===== src/rtl/uart_tx_ctrl.sv =====
// UART transmit control: accepts a word over valid/ready and sequences start/data/parity/stop
// selects for the TX output mux. Define UART_TX_BTB_EN to allow back-to-back frames.
module uart_tx_ctrl #(
    parameter int DATA_WIDTH   = 8,
    parameter int CLKS_PER_BIT = 1
) (
    input  logic                  clk,
    input  logic                  rst,
    input  logic [DATA_WIDTH-1:0] p_data,
    input  logic                  data_valid,
    input  logic                  par_en,
    input  logic                  par_typ,
    output logic                  data_ready,
    output logic                  busy,
    output logic [1:0]            mux_sel,
    output logic                  ser_out,
    output logic                  parity
);
    localparam int BW = $clog2(DATA_WIDTH + 1);
    localparam int PW = $clog2(CLKS_PER_BIT + 1);
    localparam logic [BW-1:0] BIT_LAST = BW'(DATA_WIDTH - 1);
    localparam logic [PW-1:0] PS_LAST  = PW'(CLKS_PER_BIT - 1);

    typedef enum logic [2:0] {IDLE, START, DATA, PARITY, STOP} state_t;

    state_t                  state_q, state_d;
    logic [PW-1:0]           prescale_q, prescale_d;
    logic [BW-1:0]           bit_cnt_q, bit_cnt_d;
    logic [DATA_WIDTH-1:0]   shift_q, shift_d;
    logic                    par_en_q, par_en_d;
    logic                    parity_q, parity_d;
    logic                    ser_out_q, ser_out_d;
    logic [1:0]              mux_sel_q, mux_sel_d;
    logic                    busy_q, busy_d;
    logic                    data_ready_q, data_ready_d;
    logic                    accept, bit_end;

    always_comb begin
        state_d    = state_q;
        prescale_d = prescale_q;
        bit_cnt_d  = bit_cnt_q;
        shift_d    = shift_q;
        par_en_d   = par_en_q;
        parity_d   = parity_q;
        accept     = data_valid && data_ready_q;
        bit_end    = (prescale_q == PS_LAST);

        if (state_q != IDLE)
            prescale_d = bit_end ? '0 : prescale_q + 1'b1;

        case (state_q)
            IDLE:   if (accept) state_d = START;
            START:  if (bit_end) begin
                        state_d   = DATA;
                        bit_cnt_d = '0;
                    end
            DATA:   if (bit_end) begin
                        shift_d   = shift_q >> 1;
                        bit_cnt_d = bit_cnt_q + 1'b1;
                        if (bit_cnt_q == BIT_LAST)
                            state_d = par_en_q ? PARITY : STOP;
                    end
            PARITY: if (bit_end) state_d = STOP;
            STOP:   if (bit_end) begin
`ifdef UART_TX_BTB_EN
                        state_d = accept ? START : IDLE;
`else
                        state_d = IDLE;
`endif
                    end
            default: state_d = IDLE;
        endcase

        // data_ready is only ever high in IDLE or the last STOP cycle, so accept implies a new frame
        if (accept) begin
            shift_d    = p_data;
            par_en_d   = par_en;
            parity_d   = par_typ ? ~^p_data : ^p_data;
            bit_cnt_d  = '0;
            prescale_d = '0;
        end

        case (state_d)
            START:   mux_sel_d = 2'b00;
            DATA:    mux_sel_d = 2'b01;
            PARITY:  mux_sel_d = 2'b10;
            default: mux_sel_d = 2'b11;
        endcase
        busy_d       = (state_d != IDLE);
        data_ready_d = (state_d == IDLE);
`ifdef UART_TX_BTB_EN
        data_ready_d = data_ready_d || (state_d == STOP && prescale_d == PS_LAST);
`endif
        // ser_out only tracks the shifter while in DATA and holds elsewhere
        ser_out_d = (state_d == DATA) ? shift_d[0] : ser_out_q;
    end

    always_ff @(posedge clk) begin
        if (rst) begin
            state_q      <= IDLE;
            prescale_q   <= '0;
            bit_cnt_q    <= '0;
            shift_q      <= '0;
            par_en_q     <= 1'b0;
            parity_q     <= 1'b0;
            ser_out_q    <= 1'b0;
            mux_sel_q    <= 2'b11;
            busy_q       <= 1'b0;
            data_ready_q <= 1'b1;
        end else begin
            state_q      <= state_d;
            prescale_q   <= prescale_d;
            bit_cnt_q    <= bit_cnt_d;
            shift_q      <= shift_d;
            par_en_q     <= par_en_d;
            parity_q     <= parity_d;
            ser_out_q    <= ser_out_d;
            mux_sel_q    <= mux_sel_d;
            busy_q       <= busy_d;
            data_ready_q <= data_ready_d;
        end
    end

    assign data_ready = data_ready_q;
    assign busy       = busy_q;
    assign mux_sel    = mux_sel_q;
    assign ser_out    = ser_out_q;
    assign parity     = parity_q;
endmodule


===== config.mk =====
export PLATFORM = sky130hd
export DESIGN_NAME = uart_tx_ctrl
export DESIGN_NICKNAME = d
export VERILOG_FILES = /design/src/rtl/uart_tx_ctrl.sv
export SDC_FILE = /design/constraint.sdc
export NUM_CORES = 1
export LEC_CHECK = 0
export BUFFER_PORTS_ARGS = -buffer_cell sky130_fd_sc_hd__buf_2
export CAP_MARGIN = 10
export CELL_PAD_IN_SITES_DETAIL_PLACEMENT = 0
export CELL_PAD_IN_SITES_GLOBAL_PLACEMENT = 1
export CORE_UTILIZATION = 44
export DETAILED_ROUTE_END_ITERATION = 12
export PLACE_DENSITY = 0.81
export SYNTH_ARGS = -nofsm -noshare
export SYNTH_HDL_FRONTEND = slang
export SYNTH_SLANG_ARGS = --single-unit
export TNS_END_PERCENT = 1

===== constraint.sdc =====
create_clock -name clk -period 3.1 [get_ports clk]
set_input_delay 0.155 -clock clk [delete_from_list [all_inputs] [get_ports clk]]
set_output_delay 0.155 -clock clk [all_outputs]
set_load 0.01 [all_outputs]

==> results.toml, run 1 <==
[clock_tree]
clock_sinks = 22
ctsHoldBuffers = 0
clockBufferDepth = 2
cts_root_buf = "clkbuf_4"
worstSkewPairLatency_ns = 0.30
cts_setup_buffers = 0
cts_tree = "yes"
h-tree-depth = 1
numCtsBuffers = 3
clkTransAtPathRegs_ns = 0.12
cts.repair.resized = 0

[critical_path]
start_kind = "flop"
required_ns = 3.30
ff2ff_setup_slack_ns = 1.42
ff2ff_path_depth = 4
worstPathArrival_ns = 1.88
crit_type = "reg2reg"
worstSetupEndpointType = "flop"
worstPathMaxFanout = 9
regToRegStartpoint = "state_q[1]"
regToRegEndpoint = "ser_out"

[place]
hpwl_um = 1450
io_buffers = 18
dp_slack_ns = 1.43
place_congestion = 0.860

[cells_and_area]
fillers = 222
post-route-util = 0.524
num_antenna_cells = 0
multi_input_comb_area_um2 = 568
drive_gt1_frac = 0.240
syn_to_final_growth_pct = 9.13
num-nets-final = 144
seq_area_um2 = 440

[synthesis]
syn_area_per_cell_um2 = 9.41
ys_top_cells_by_count = "22 x dfxtp_1, 12 x nor2_1, 7 x a21oi_1, 7 x mux2i_1"
synth_ff_type = "dfxtp_1"
synth_area_leader_cell = "dfxtp_1"
synth-seq-cells = 22
synth_edf_count = 0
synth_top_area_frac = 0.407
synth_most_common_cell = "dfxtp_1"
syn_nets = 129
synth_warnings = 0
ys_seq_area_frac = 0.407
async_reset_ff_frac = 0
synth_cells = 115
netlist-cell-type-count = 43
synthTopCellsByArea = "dfxtp_1 41%, mux2i_1 6.5%, a211oi_1 4.2%"
synth_area_um2 = 1080

[detailed_routing]
via_per_inst = 5.34
drc = 0
routed-via-count = 838
dr.max_layer_used = "met4"
routedWlPerCell_um = 12.6
antenna_left = 0
drt-met1-wl_um = 983
wl_met2_um = 922
wl_met3_um = 53
drt_iter0_markers = 11
firstDrtPassIters = 4
wirelength_um = 1970

[sta]
setup_violations = 0
max_freq_mhz = 596
period_share = 0.541
rsz0062_at_grt = "false"
finalMaxSlewViolations = 0
finalWorstSetupSlack_ns = 1.42
period_needed_ns = 1.68
tns_ns = 0
tightest_slew_ns = 0.485
hold_violations = 0
hold_slack_ns = 0.0784
maxSlewHeadroom = 0.676
fin_skew_ns = 0.00207

[floorplan]
dieHeight_um = 51.6
die_x_um = 51.6
fp.dieArea_um2 = 2660
core_um2 = 2250
io_pins = 19
num_rows = 17
start_util = 0.480

[job]
cap_violations = 0

[run_status]
status = "completed"

[min_path]
holdPathStages = 3
min_path_type = "in2reg"
hold-path-endpoint = "par_en_q"
min_from = "par_en"

[grt]
grt_usage = 0.173
grt_pass1_wl_um = 3430
grt-ovfl-total = 0
antenna_found_initial = 0
grt_pass1_vias = 788
grt_max_degree = 22

[power_and_ir_drop]
irDropWorstVdd_uv = 287
power.leakage_uw = 0.000508
p_per_area_nw_per_um2 = 496
## layout make-up
cell class / instances / share of cell area
inverter: 3 / 0.00953
multi-input combinational: 82 / 0.481
clock buffer: 4 / 0.0307
sequential: 22 / 0.373
tap: 28 / 0.0297
timing repair buffer: 18 / 0.0763
## kinds of logic after synthesis
| kind of cell | count (synthesis) | synth area share |
|---|---|---|
| and+or+nand+nor | 39 | 0.194 |
| AOI/OAI and AO/OA | 27 | 0.169 |
| DFF | 22 | 0.407 |
| buffers and inverters | 11 | 0.0682 |
| muxes | 9 | 0.0890 |
| xor gates and xnor gates | 6 | 0.0613 |
| adders and majority gates | 1 | 0.0116 |
## layout by cell type (no fill, tap or decap), types with 4 or more instances in the layout
master and instances:
buf_2 18, a21oi_1 7, mux2i_1 7, nand2_1 6, o21ai_0 4, dfxtp_1 22, nor2_1 12, a211oi_1 6
## report_power, final
part	switching (uW)	internal (uW)	total [uW]
logic	57.1	50.8	108
clock network	85.8	71.6	157
registers	15.1	305	320
total	158	427	585
## state kept, by name (all words and copies together), names as in the netlist
register / count
parity: 1
par_en_q: 1
shift_q: 8
data_ready: 1
mux_sel: 2
ser_out: 1
bit_cnt_q: 4
busy: 1
state_q: 3
## layer usage
metal | track usage | vias to the layer above
met2 | 0.297 | 16
met3 | 0.0263 | 2
met1 | 0.215 | 382
li1 | - | 438
met5 | 0 | -
met4 | 0.0676 | 0
## how the worst max path moves through the flow
stage | cells past startpoint | startpoint | to | slack (ns)
finish | 4 | state_q[1] | ser_out | 1.42
global route | 4 | state_q[1] | ser_out | 1.34
CTS | 4 | state_q[1] | ser_out | 1.42
detailed placement | 4 | state_q[1] | ser_out | 1.43
global placement | 4 | state_q[1] | ser_out | 1.49
floorplan | 6 | state_q[2] | ser_out | 1.69
## per-stage QoR
| stage | instances | instance area, um^2 | power, uW |
|---|---|---|---|
| global route | 157 | 1180 | 619 |
| CTS | 157 | 1180 | 593 |
| global placement | 153 | 1140 | 433 |
| finish | 157 | 1180 | 585 |
| floorplan | 115 | 1080 | 409 |
| detailed placement | 153 | 1140 | 435 |
## critical path, cell delays in order (launching register included)
cell      delay [ns]
dfxtp_1         0.49
or3b_1          0.61
nand2_4         0.15
a211oi_2        0.07
mux2_4          0.27
Note: power is estimated with default switching activity, not from simulation.
==> run 2, diff against run 1 <==
--- a/config.mk
+++ b/config.mk
@@ -5,13 +5,14 @@
 export SDC_FILE = /design/constraint.sdc
 export NUM_CORES = 1
 export LEC_CHECK = 0
+export ABC_AREA = 1
 export BUFFER_PORTS_ARGS = -buffer_cell sky130_fd_sc_hd__buf_2
 export CAP_MARGIN = 10
 export CELL_PAD_IN_SITES_DETAIL_PLACEMENT = 0
 export CELL_PAD_IN_SITES_GLOBAL_PLACEMENT = 1
-export CORE_UTILIZATION = 44
+export CORE_UTILIZATION = 34
 export DETAILED_ROUTE_END_ITERATION = 12
-export PLACE_DENSITY = 0.81
+export PLACE_DENSITY = 0.72
 export SYNTH_ARGS = -nofsm -noshare
 export SYNTH_HDL_FRONTEND = slang
 export SYNTH_SLANG_ARGS = --single-unit
==> constraint.sdc (replaced) <==
create_clock -name clk -period 1.45 [get_ports clk]
set_input_delay 0.0725 -clock clk [delete_from_list [all_inputs] [get_ports clk]]
set_output_delay 0.0725 -clock clk [all_outputs]
set_load 0.01 [all_outputs]
==> run 2 against run 1 <==
Effect of this change:
- highest routed layer unchanged
- clock power rose by 120%
- global-route usage fell by 2.6 points
- register-to-register slack got worse by 1.3 ns
- largest power group unchanged
- total power rose by 120%
- sequential cell count did not move
- cell area rose by 13%
- combinational power rose by 140%
- sequential share of layout area fell by 4.0 points
- fmax rose by 28%
- core utilization fell by 8.8 points
- critical path depth rose by 4
==> results.toml, run 2 <==
[cells_and_area]
fillers = 347
multi_input_comb_area_um2 = 537
drive_gt1_frac = 0.220
largest_register = "shift_q"
largest_reg_flops = 8
final_cell_mix = "39 x nand2_1, 30 x inv_1, 20 x dfxtp_1"
post-route-util = 0.436
largestRegisters = "shift_q: 8 flops, bit_cnt_q: 4 flops, state_q: 3 flops"
final_common_cell = "nand2_1"
num_antenna_cells = 0
syn_to_final_growth_pct = 20.9
design_area_um2 = 1330
seq_area_um2 = 443
num-nets-final = 201
layout.cells.non_filler = 230

[detailed_routing]
drc = 0
via_per_inst = 4.43
antenna_left = 0
routedWlPerCell_um = 9.78
routed-via-count = 1018
firstDrtPassIters = 4
wirelength_um = 2250
drt_iter0_markers = 51

[clock_tree]
clock_sinks = 22
cts_tree = "yes"
clockBufferDepth = 2
numCtsBuffers = 3
clkTransAtPathRegs_ns = 0.12
h-tree-depth = 1
cts_root_buf = "clkbuf_4"
worstSkewPairLatency_ns = 0.31

[floorplan]
dieHeight_um = 58.9
fp.dieArea_um2 = 3470
core_um2 = 3050
io_pins = 19
die_x_um = 58.9
start_util = 0.361
num_rows = 20

[place]
placed_cells = 223
io_buffers = 18
place_congestion = 0.748
placed_cell_area_um2 = 1240
hpwl_um = 1690

[synthesis]
synth_warnings = 0
synthTopCellsByArea = "dfxtp_1 40%, nand2_1 13%, inv_1 10%"
syn_nets = 176
synth_cells = 162
synth_top_area_frac = 0.400
syn_area_per_cell_um2 = 6.80
ys_top_cells_by_count = "39 x nand2_1, 30 x inv_1, 22 x dfxtp_1"
synth_area_leader_cell = "dfxtp_1"
synth_most_common_cell = "nand2_1"
synth_area_um2 = 1100
synth-seq-cells = 22
synth_edf_count = 0
synth_ff_type = "dfxtp_1"
async_reset_ff_frac = 0
ys_seq_area_frac = 0.400
netlist-cell-type-count = 26

[critical_path]
required_ns = 1.67
worstPathArrival_ns = 1.53
worstSetupEndpointType = "flop"
critPathBufInv = 0
crit_path_frequent_cell = "nor2_1"
critPathTopFamily = "simple AND/OR/NAND/NOR gates"
cp_slowest_cell = "dfxtp_2"
start_kind = "flop"
crit_path_cell_trace = "ha_4 > nand3_2 > nor2_4 > nor2_1 > nor2_2 > nor2_1 > o21ai_1 > nor2_1"
max_stage_delay_ns = 0.39
worstPathMaxFanout = 4
crit_type = "reg2reg"

[sta]
maxSlewHeadroom = 0.770
hold_slack_ns = 0.0236
rsz0062_at_grt = "false"
hold_violations = 0
tns_ns = 0
period_share = 0.904
period_needed_ns = 1.31
max_freq_mhz = 763
setup_violations = 0
finalMaxSlewViolations = 0
tightest_slew_ns = 0.345
fin_skew_ns = 0.00627

[grt]
grt-ovfl-total = 0
grt_usage = 0.147
grt_pass1_vias = 896
grt_pass1_wl_um = 3860
antenna_found_initial = 0
grt_max_degree = 19

[run_status]
status = "completed"

[power_and_ir_drop]
power.leakage_uw = 0.000670
irDropWorstVdd_uv = 414
p_per_area_nw_per_um2 = 956

[min_path]
min_path_type = "in2reg"

[job]
cap_violations = 0
## run 2: cell count changes after synthesis, sizes merged, moves of 3 or more
cell    previous run  this run
clkbuf             3         0
mux2i              7         0
nand3              2        17
nand2              8        41
nand3b             3         0
a211oi             7         0
o21ai              4        10
inv                3        34
xnor2              3         0
## run 2: worst min-delay path, cell delays in order
cell     delay, ns
buf_2         0.11
nand2_1       0.06
a21oi_1       0.06
## run 2: layout make-up
type,instances,share of cell area
tap,44,0.0414
clock buffer,4,0.0273
inverter,34,0.0959
sequential,22,0.333
multi-input combinational,103,0.403
timing repair buffer,23,0.0996
## run 2: final timing paths
kind         cells past startpoint           end          from  slack (ns)
max                              8       ser_out  bit_cnt_q[0]        0.14
min                              3    shift_q[7]     p_data[7]        0.02
max reg2reg                      8       ser_out  bit_cnt_q[0]        0.14
min reg2reg                      2  bit_cnt_q[3]  bit_cnt_q[3]        0.48
## run 2: metal layers
| metal | part of all wire | routed length [um] | track usage |
|---|---|---|---|
| met3 | 0.032 | 71 | 0.0418 |
| met1 | 0.50 | 1120 | 0.189 |
| met5 | 0 | 0 | 0 |
| met2 | 0.46 | 1040 | 0.244 |
| met4 | 0.0058 | 13 | 0.0306 |
## run 2: logic make-up after synthesis
group           after synthesis  share of synthesized area
buf+inv                      37                      0.135
flops                        22                      0.400
compound gates               23                      0.123
fa+ha+maj                     1                     0.0114
xor+xnor                      1                    0.00796
simple gates                 78                      0.323
## run 2: power breakdown
part	leakage [uW]	switching (uW)	internal (uW)	total, uW
clock	0.0000210	187	153	340
combinational	0.000467	158	104	262
sequential	0.000182	23.2	647	670
total	0.000670	368	904	1270
## run 2: what timing repair did
| action | in CTS | in global routing |
|---|---|---|
| gates resized for setup | 0 | 8 |
| hold buffers | 1 | 1 |
| setup buffers | 0 | 1 |
| hold endpoints to repair | 1 | 1 |
| setup endpoints to repair | 0 | 1 |
## run 2: through the flow
step                total power, uW  setup slack (ns)
detailed placement              935            0.0505
finish                         1270             0.139
global placement                931             0.123
floorplan                       857             0.221
CTS                            1280            0.0229
global route                   1360            0.0375
